[src/rtl/alu_exec_unit.sv]
// rtl/alu_exec_unit.sv - integer ALU with iterative radix-2 multiply/divide path
module alu_exec_unit #(
  parameter int XLEN = 32,
  parameter int M_EN = 1
) (
  input  logic            clk,
  input  logic            rst_n,
  input  logic            in_valid,
  output logic            in_ready,
  input  logic [1:0]      alu_op,
  input  logic [2:0]      funct3,
  input  logic            funct7_5,
  input  logic            funct7_0,
  input  logic [XLEN-1:0] src_a,
  input  logic [XLEN-1:0] src_b,
  input  logic            flush,
  output logic            out_valid,
  input  logic            out_ready,
  output logic [XLEN-1:0] result,
  output logic            zero,
  output logic            lt,
  output logic            ltu,
  output logic            busy
);

  localparam int SHW = $clog2(XLEN);
  localparam int CW  = $clog2(XLEN) + 1;
  localparam logic [CW-1:0] CNT_LAST = CW'(XLEN - 1);

  typedef enum logic [1:0] {S_IDLE, S_CALC, S_FIXUP, S_DONE} state_e;
  typedef enum logic [4:0] {
    OP_ADD, OP_SUB, OP_SLL, OP_SLT, OP_SLTU, OP_XOR, OP_SRL, OP_SRA, OP_OR, OP_AND,
    OP_MUL, OP_MULH, OP_MULHSU, OP_MULHU, OP_DIV, OP_DIVU, OP_REM, OP_REMU
  } op_e;

  state_e          state_q, state_d;
  op_e             op_q, op_d;
  logic [CW-1:0]   cnt_q, cnt_d;
  logic [XLEN-1:0] acc_q, acc_d;
  logic [XLEN-1:0] lo_q, lo_d;
  logic [XLEN-1:0] opb_q, opb_d;
  logic [XLEN-1:0] a_q, a_d;
  logic            neg_q, neg_d;
  logic            negr_q, negr_d;
  logic            bzero_q, bzero_d;
  logic [XLEN-1:0] res_q, res_d;
  logic            zero_q, zero_d;
  logic            lt_q, lt_d;
  logic            ltu_q, ltu_d;

  op_e dec_op;
  always_comb begin
    dec_op = OP_ADD;
    if (alu_op == 2'b01) begin
      dec_op = OP_SUB;
    end else if (alu_op[1]) begin
      if (alu_op == 2'b10 && funct7_0) begin
        // Without the M path this encoding falls back to ADD
        if (M_EN != 0) begin
          case (funct3)
            3'b000:  dec_op = OP_MUL;
            3'b001:  dec_op = OP_MULH;
            3'b010:  dec_op = OP_MULHSU;
            3'b011:  dec_op = OP_MULHU;
            3'b100:  dec_op = OP_DIV;
            3'b101:  dec_op = OP_DIVU;
            3'b110:  dec_op = OP_REM;
            default: dec_op = OP_REMU;
          endcase
        end
      end else begin
        case (funct3)
          3'b000: begin
            if (alu_op == 2'b10 && funct7_5) dec_op = OP_SUB;
            else                             dec_op = OP_ADD;
          end
          3'b001: dec_op = OP_SLL;
          3'b010: dec_op = OP_SLT;
          3'b011: dec_op = OP_SLTU;
          3'b100: dec_op = OP_XOR;
          3'b101: begin
            if (funct7_5) dec_op = OP_SRA;
            else          dec_op = OP_SRL;
          end
          3'b110: dec_op = OP_OR;
          default: dec_op = OP_AND;
        endcase
      end
    end
  end

  logic            lt_c, ltu_c, dec_is_m, a_sgn, b_sgn, a_neg, b_neg;
  logic [SHW-1:0]  shamt;
  logic [XLEN-1:0] alu_res, a_mag, b_mag;

  assign shamt    = src_b[SHW-1:0];
  assign lt_c     = $signed(src_a) < $signed(src_b);
  assign ltu_c    = src_a < src_b;
  assign dec_is_m = dec_op inside {OP_MUL, OP_MULH, OP_MULHSU, OP_MULHU,
                                   OP_DIV, OP_DIVU, OP_REM, OP_REMU};
  assign a_sgn    = dec_op inside {OP_MULH, OP_MULHSU, OP_DIV, OP_REM};
  assign b_sgn    = dec_op inside {OP_MULH, OP_DIV, OP_REM};
  assign a_neg    = a_sgn & src_a[XLEN-1];
  assign b_neg    = b_sgn & src_b[XLEN-1];
  assign a_mag    = a_neg ? -src_a : src_a;
  assign b_mag    = b_neg ? -src_b : src_b;

  always_comb begin
    alu_res = src_a + src_b;
    case (dec_op)
      OP_SUB:  alu_res = src_a - src_b;
      OP_SLL:  alu_res = src_a << shamt;
      OP_SLT:  alu_res = {{(XLEN-1){1'b0}}, lt_c};
      OP_SLTU: alu_res = {{(XLEN-1){1'b0}}, ltu_c};
      OP_XOR:  alu_res = src_a ^ src_b;
      OP_SRL:  alu_res = src_a >> shamt;
      OP_SRA:  alu_res = $unsigned($signed(src_a) >>> shamt);
      OP_OR:   alu_res = src_a | src_b;
      OP_AND:  alu_res = src_a & src_b;
      default: ;
    endcase
  end

  // acc/lo hold product hi/lo while multiplying, remainder/quotient while dividing
  logic              q_is_div, div_ge, accept;
  logic [XLEN:0]     mul_sum, div_sh;
  logic [2*XLEN-1:0] prod, prod_s;
  logic [XLEN-1:0]   quo_s, rem_s, fix_res;

  assign q_is_div = op_q inside {OP_DIV, OP_DIVU, OP_REM, OP_REMU};
  assign mul_sum  = {1'b0, acc_q} + (lo_q[0] ? {1'b0, opb_q} : '0);
  assign div_sh   = {acc_q, lo_q[XLEN-1]};
  assign div_ge   = div_sh >= {1'b0, opb_q};
  assign prod     = {acc_q, lo_q};
  assign prod_s   = neg_q ? -prod : prod;
  assign quo_s    = neg_q ? -lo_q : lo_q;
  assign rem_s    = negr_q ? -acc_q : acc_q;

  always_comb begin
    fix_res = prod_s[XLEN-1:0];
    case (op_q)
      OP_MULH, OP_MULHSU, OP_MULHU: fix_res = prod_s[2*XLEN-1:XLEN];
      OP_DIV, OP_DIVU:              fix_res = bzero_q ? '1 : quo_s;
      OP_REM, OP_REMU:              fix_res = bzero_q ? a_q : rem_s;
      default: ;
    endcase
  end

  assign in_ready  = (state_q == S_IDLE) || (state_q == S_DONE && out_ready);
  assign accept    = in_valid && in_ready && !flush;
  assign out_valid = (state_q == S_DONE);
  assign busy      = (state_q == S_CALC) || (state_q == S_FIXUP);
  assign result    = res_q;
  assign zero      = zero_q;
  assign lt        = lt_q;
  assign ltu       = ltu_q;

  always_comb begin
    state_d = state_q;
    op_d    = op_q;
    cnt_d   = cnt_q;
    acc_d   = acc_q;
    lo_d    = lo_q;
    opb_d   = opb_q;
    a_d     = a_q;
    neg_d   = neg_q;
    negr_d  = negr_q;
    bzero_d = bzero_q;
    res_d   = res_q;
    zero_d  = zero_q;
    lt_d    = lt_q;
    ltu_d   = ltu_q;
    if (flush) begin
      state_d = S_IDLE;
      cnt_d   = '0;
    end else begin
      case (state_q)
        S_IDLE, S_DONE: begin
          if (state_q == S_DONE && out_ready) state_d = S_IDLE;
          if (accept) begin
            op_d  = dec_op;
            lt_d  = lt_c;
            ltu_d = ltu_c;
            if (dec_is_m) begin
              state_d = S_CALC;
              cnt_d   = '0;
              acc_d   = '0;
              lo_d    = a_mag;
              opb_d   = b_mag;
              a_d     = src_a;
              neg_d   = a_neg ^ b_neg;
              negr_d  = a_neg;
              bzero_d = (src_b == '0);
            end else begin
              state_d = S_DONE;
              res_d   = alu_res;
              zero_d  = (alu_res == '0);
            end
          end
        end
        S_CALC: begin
          cnt_d = cnt_q + CW'(1);
          if (q_is_div) begin
            acc_d = div_ge ? (div_sh[XLEN-1:0] - opb_q) : div_sh[XLEN-1:0];
            lo_d  = {lo_q[XLEN-2:0], div_ge};
          end else begin
            acc_d = mul_sum[XLEN:1];
            lo_d  = {mul_sum[0], lo_q[XLEN-1:1]};
          end
          if (cnt_q == CNT_LAST) state_d = S_FIXUP;
        end
        S_FIXUP: begin
          res_d   = fix_res;
          zero_d  = (fix_res == '0);
          state_d = S_DONE;
        end
        default: state_d = S_IDLE;
      endcase
    end
  end

  always_ff @(posedge clk or negedge rst_n) begin
    if (!rst_n) begin
      state_q <= S_IDLE;
      op_q    <= OP_ADD;
      cnt_q   <= '0;
      acc_q   <= '0;
      lo_q    <= '0;
      opb_q   <= '0;
      a_q     <= '0;
      neg_q   <= 1'b0;
      negr_q  <= 1'b0;
      bzero_q <= 1'b0;
      res_q   <= '0;
      zero_q  <= 1'b0;
      lt_q    <= 1'b0;
      ltu_q   <= 1'b0;
    end else begin
      state_q <= state_d;
      op_q    <= op_d;
      cnt_q   <= cnt_d;
      acc_q   <= acc_d;
      lo_q    <= lo_d;
      opb_q   <= opb_d;
      a_q     <= a_d;
      neg_q   <= neg_d;
      negr_q  <= negr_d;
      bzero_q <= bzero_d;
      res_q   <= res_d;
      zero_q  <= zero_d;
      lt_q    <= lt_d;
      ltu_q   <= ltu_d;
    end
  end

endmodule

[config.mk]
export PLATFORM = sky130hd
export DESIGN_NAME = alu_exec_unit
export DESIGN_NICKNAME = d
export VERILOG_FILES = /design/src/rtl/alu_exec_unit.sv
export SDC_FILE = /design/constraint.sdc
export NUM_CORES = 1
export LEC_CHECK = 0
export BUFFER_PORTS_ARGS = -buffer_cell sky130_fd_sc_hd__buf_4
export CAP_MARGIN = 30
export CORE_MARGIN = 10
export CORE_UTILIZATION = 35
export CTS_BUF_LIST = sky130_fd_sc_hd__clkbuf_2
export CTS_CLUSTER_DIAMETER = 40
export DETAILED_ROUTE_END_ITERATION = 8
export GPL_TIMING_DRIVEN = 0
export PLACE_DENSITY = 0.51
export SLEW_MARGIN = 10
export SYNTH_ARGS = -nofsm -noshare
export SYNTH_HDL_FRONTEND = slang
export SYNTH_SLANG_ARGS = --single-unit
[constraint.sdc]
create_clock -name clk -period 9.1 [get_ports clk]
set_clock_uncertainty 0.15 [all_clocks]
set_input_delay 1.82 -clock clk [delete_from_list [all_inputs] [get_ports clk]]
set_output_delay 1.82 -clock clk [all_outputs]
set_load 0.005 [all_outputs]
==> reports/results.tsv <==
metric	value	unit
crit_fanout	11	
nets	4104	
power_leakage	12.1	nW
finalPower	7.06	mW
root_buffer	clkbuf_2	
final_util	38.9	%
dp.cells	4808	
chipHeight	296	um
ys_types	95	
max-slew-margin-rel	17.9	%
ir_drop	0.127	mV
postCtsSetupBuffers	0	
place.gp.congestion	1.11	
ys_ff_latch	179	
drt_iter0_drc	4078	
syn_nets	3935	
grt_max_degree	95	
critPathRequiredTime	9.88	ns
syn_inst	3685	
outcome	completed	
startpoint_type	primary input	
syn_avg_cell_area	7.24	um2
grt_pass1_wl	243000	um
cts_tree	built	
pre_cts_slack	-0.297	ns
reg2regPathDepth	17	
critical_path_depth	19	
num_rows	101	
grt_usage	39.0	%
floorplan.initialDensity	35.2	%
dpl_cell_area	29100	um2
worstMarginPinSlew	1.20	ns
layout_setup_ws	0.0181	ns
fmax	110	MHz
cap_violations	0	
synth_flop_cell	dfrtp_1	
routed_wirelength	177000	um
post-route-drc-count	0	
path_buf_inv	6	
endpoint_kind	flip-flop	
cts_htree_levels	4	
wl_per_cell	36.4	um
slowest_stage	a2111oi_0	
fin_area	29500	um2
ys_seq_area_share	16.8	%
maxSlewViolCount	0	
numCtsBuffers	17	
setup_tns	0	ns
yosys_warnings	0	
cpPeakStageDelay	1.17	ns
cp_cell_sequence	buf_4 -> clkbuf_1 -> inv_1 -> buf_1 -> clkbuf_1 -> clkbuf_1 -> ha_1 -> nor3_1 -> o21ai_0 -> a211oi_1 -> o31ai_1 -> o22a_1 -> mux2i_1 -> o221ai_1 -> a2111oi_0 -> nand4b_1 -> nor4_1 -> nand4_1 -> a31oi_1	
min_period	9.08	ns
syn2layout_area_growth	10.5	%
grt-ovfl-total	0	
drive_gt1_share	9.72	%
die_area	87600	um2
whs	0.378	ns
critPathTopFamily	compound AO/OA/AOI/OAI gates	
ctsHoldBuffers	0	
cp_common_cell	clkbuf_1	
ant_nets	0	
post_cts_resized	0	
grt_pass1_vias	30400	
layoutNonFillerInstCount	4857	
holdPathStages	1	
synth_edf_count	0	
die_x	296	um
io_pins	114	
setup_viol	0	
fill_cells	8231	
async_flop_share	100	%
vias_per_cell	6.67	
dp_hpwl	143000	um
finalHoldViolations	0	
p_per_area	240	nW/um2
antenna_found_initial	15	
port_buffers	108	
cp.arrival	9.86	ns
synth_area	26700	um2
clkSinkCount	179	
vias	32400	
clk_pin_slew	0.41	ns
rsz0062_at_grt	false	
drt_pass1_iterations	7	
hold_path.class	flip-flop to flip-flop	
core_area	75700	um2
clock_path_buffers	2	
period_share	99.8	%
path_class	primary input to flip-flop	
clock_latency	1.01	ns
==> worst reg2reg max path: stages, from the launching register on <==
cell and delay, ns:
dfrtp_1 0.56, inv_1 0.33, buf_1 0.60, nor2_1 0.17, fa_1 0.48, a21o_1 0.20
a21oi_1 0.30, o21ai_0 0.19, a21oi_1 0.40, o41ai_1 0.23, buf_2 0.20, a2111oi_0 0.68
nor4b_1 0.20, or3_1 0.40, a21oi_1 0.27, nor2b_1 0.09, nor4_1 0.18, o41ai_1 0.11
==> state kept, by name (all words and copies together) (netlist names) <==
name,count
neg_q,1
result,32
state_q,2
zero,1
a_q,32
lo_q,32
op_q,5
opb_q,32
ltu,1
cnt_q,6
negr_q,1
bzero_q,1
lt,1
acc_q,32
==> cell usage after synthesis (all sizes together), types with 46 or more instances <==
cell / count / share of area [%]
clkbuf: 233 / 3.3
nand2b: 47 / 1.1
dfrtp: 179 / 17
ha: 170 / 8.0
mux2i: 88 / 3.3
xor2: 58 / 1.9
o31ai: 53 / 1.6
xnor2: 134 / 4.4
nand3: 99 / 1.9
inv: 164 / 2.3
nand2: 473 / 6.7
o21ai: 408 / 7.7
a21oi: 238 / 4.5
nor2: 293 / 4.1
a211oi: 60 / 1.7
o211ai: 46 / 1.3
nor3: 89 / 1.7
buf: 71 / 1.3
a21o: 57 / 1.6
mux4: 62 / 5.2
==> layout by cell type, fill, tap and decap left out, drive strengths merged, types with 42 or more instances in the layout <==
cell type    n
nand2      473
o21ai      408
nor2       293
clkbuf     252
a21oi      238
buf        216
dfrtp      179
inv        174
ha         170
xnor2      134
nand3       99
nor3        89
mux2i       88
mux4        62
a211oi      60
xor2        58
a21o        57
o31ai       53
nand2b      47
o211ai      46
mux2        42
nand4       42
==> power by group <==
| group | total [mW] | internal [mW] | switching (mW) |
|---|---|---|---|
| clock | 0.539 | 0.117 | 0.422 |
| sequential | 1.47 | 1.11 | 0.356 |
| combinational | 5.05 | 1.69 | 3.37 |
| total | 7.06 | 2.92 | 4.15 |
==> path summary, 6_finish.rpt <==
path                           from        end  slack, ns
hold reg to reg            cnt_q[4]   cnt_q[4]       0.38
setup / recovery           src_b[3]       zero       0.02
max in group asynchronous     rst_n   opb_q[1]       7.24
setup reg to reg            lo_q[0]  acc_q[31]       3.36
min in group asynchronous     rst_n   lo_q[25]       0.51
hold / removal             cnt_q[4]   cnt_q[4]       0.38
==> final cells by class <==
class	count	area, um2	area share (%)
Antenna cell	12	30.0	0.102
Buffer	304	1210	4.11
Clock buffer	17	85.1	0.289
Clock inverter	15	223	0.756
Inverter	164	616	2.09
Multi-Input combinational cell	3038	20400	69.3
Sequential cell	179	4480	15.2
Tap cell	978	1220	4.15
Timing Repair Buffer	150	1190	4.03
==> routing by layer <==
layer | global-route usage (%) | routed length (um) | vias up
met5 | 0 | 63 | -
met4 | 26.8 | 14300 | 10
met3 | 7.55 | 15400 | 497
met2 | 61.3 | 78000 | 2039
met1 | 47.9 | 68900 | 16000
li1 | - | - | 13900
==> kinds of logic after synthesis <==
group                      after synthesis  synth area share [%]
xor gates and xnor gates               192                  6.31
and+or+nand+nor                       1277                  22.6
AOI/OAI and AO/OA                     1203                  28.9
muxes                                  192                  10.3
buffers and inverters                  468                  6.85
adders and majority gates              174                  8.28
DFF                                    179                  16.8
Power figures use the tool's default switching activity.
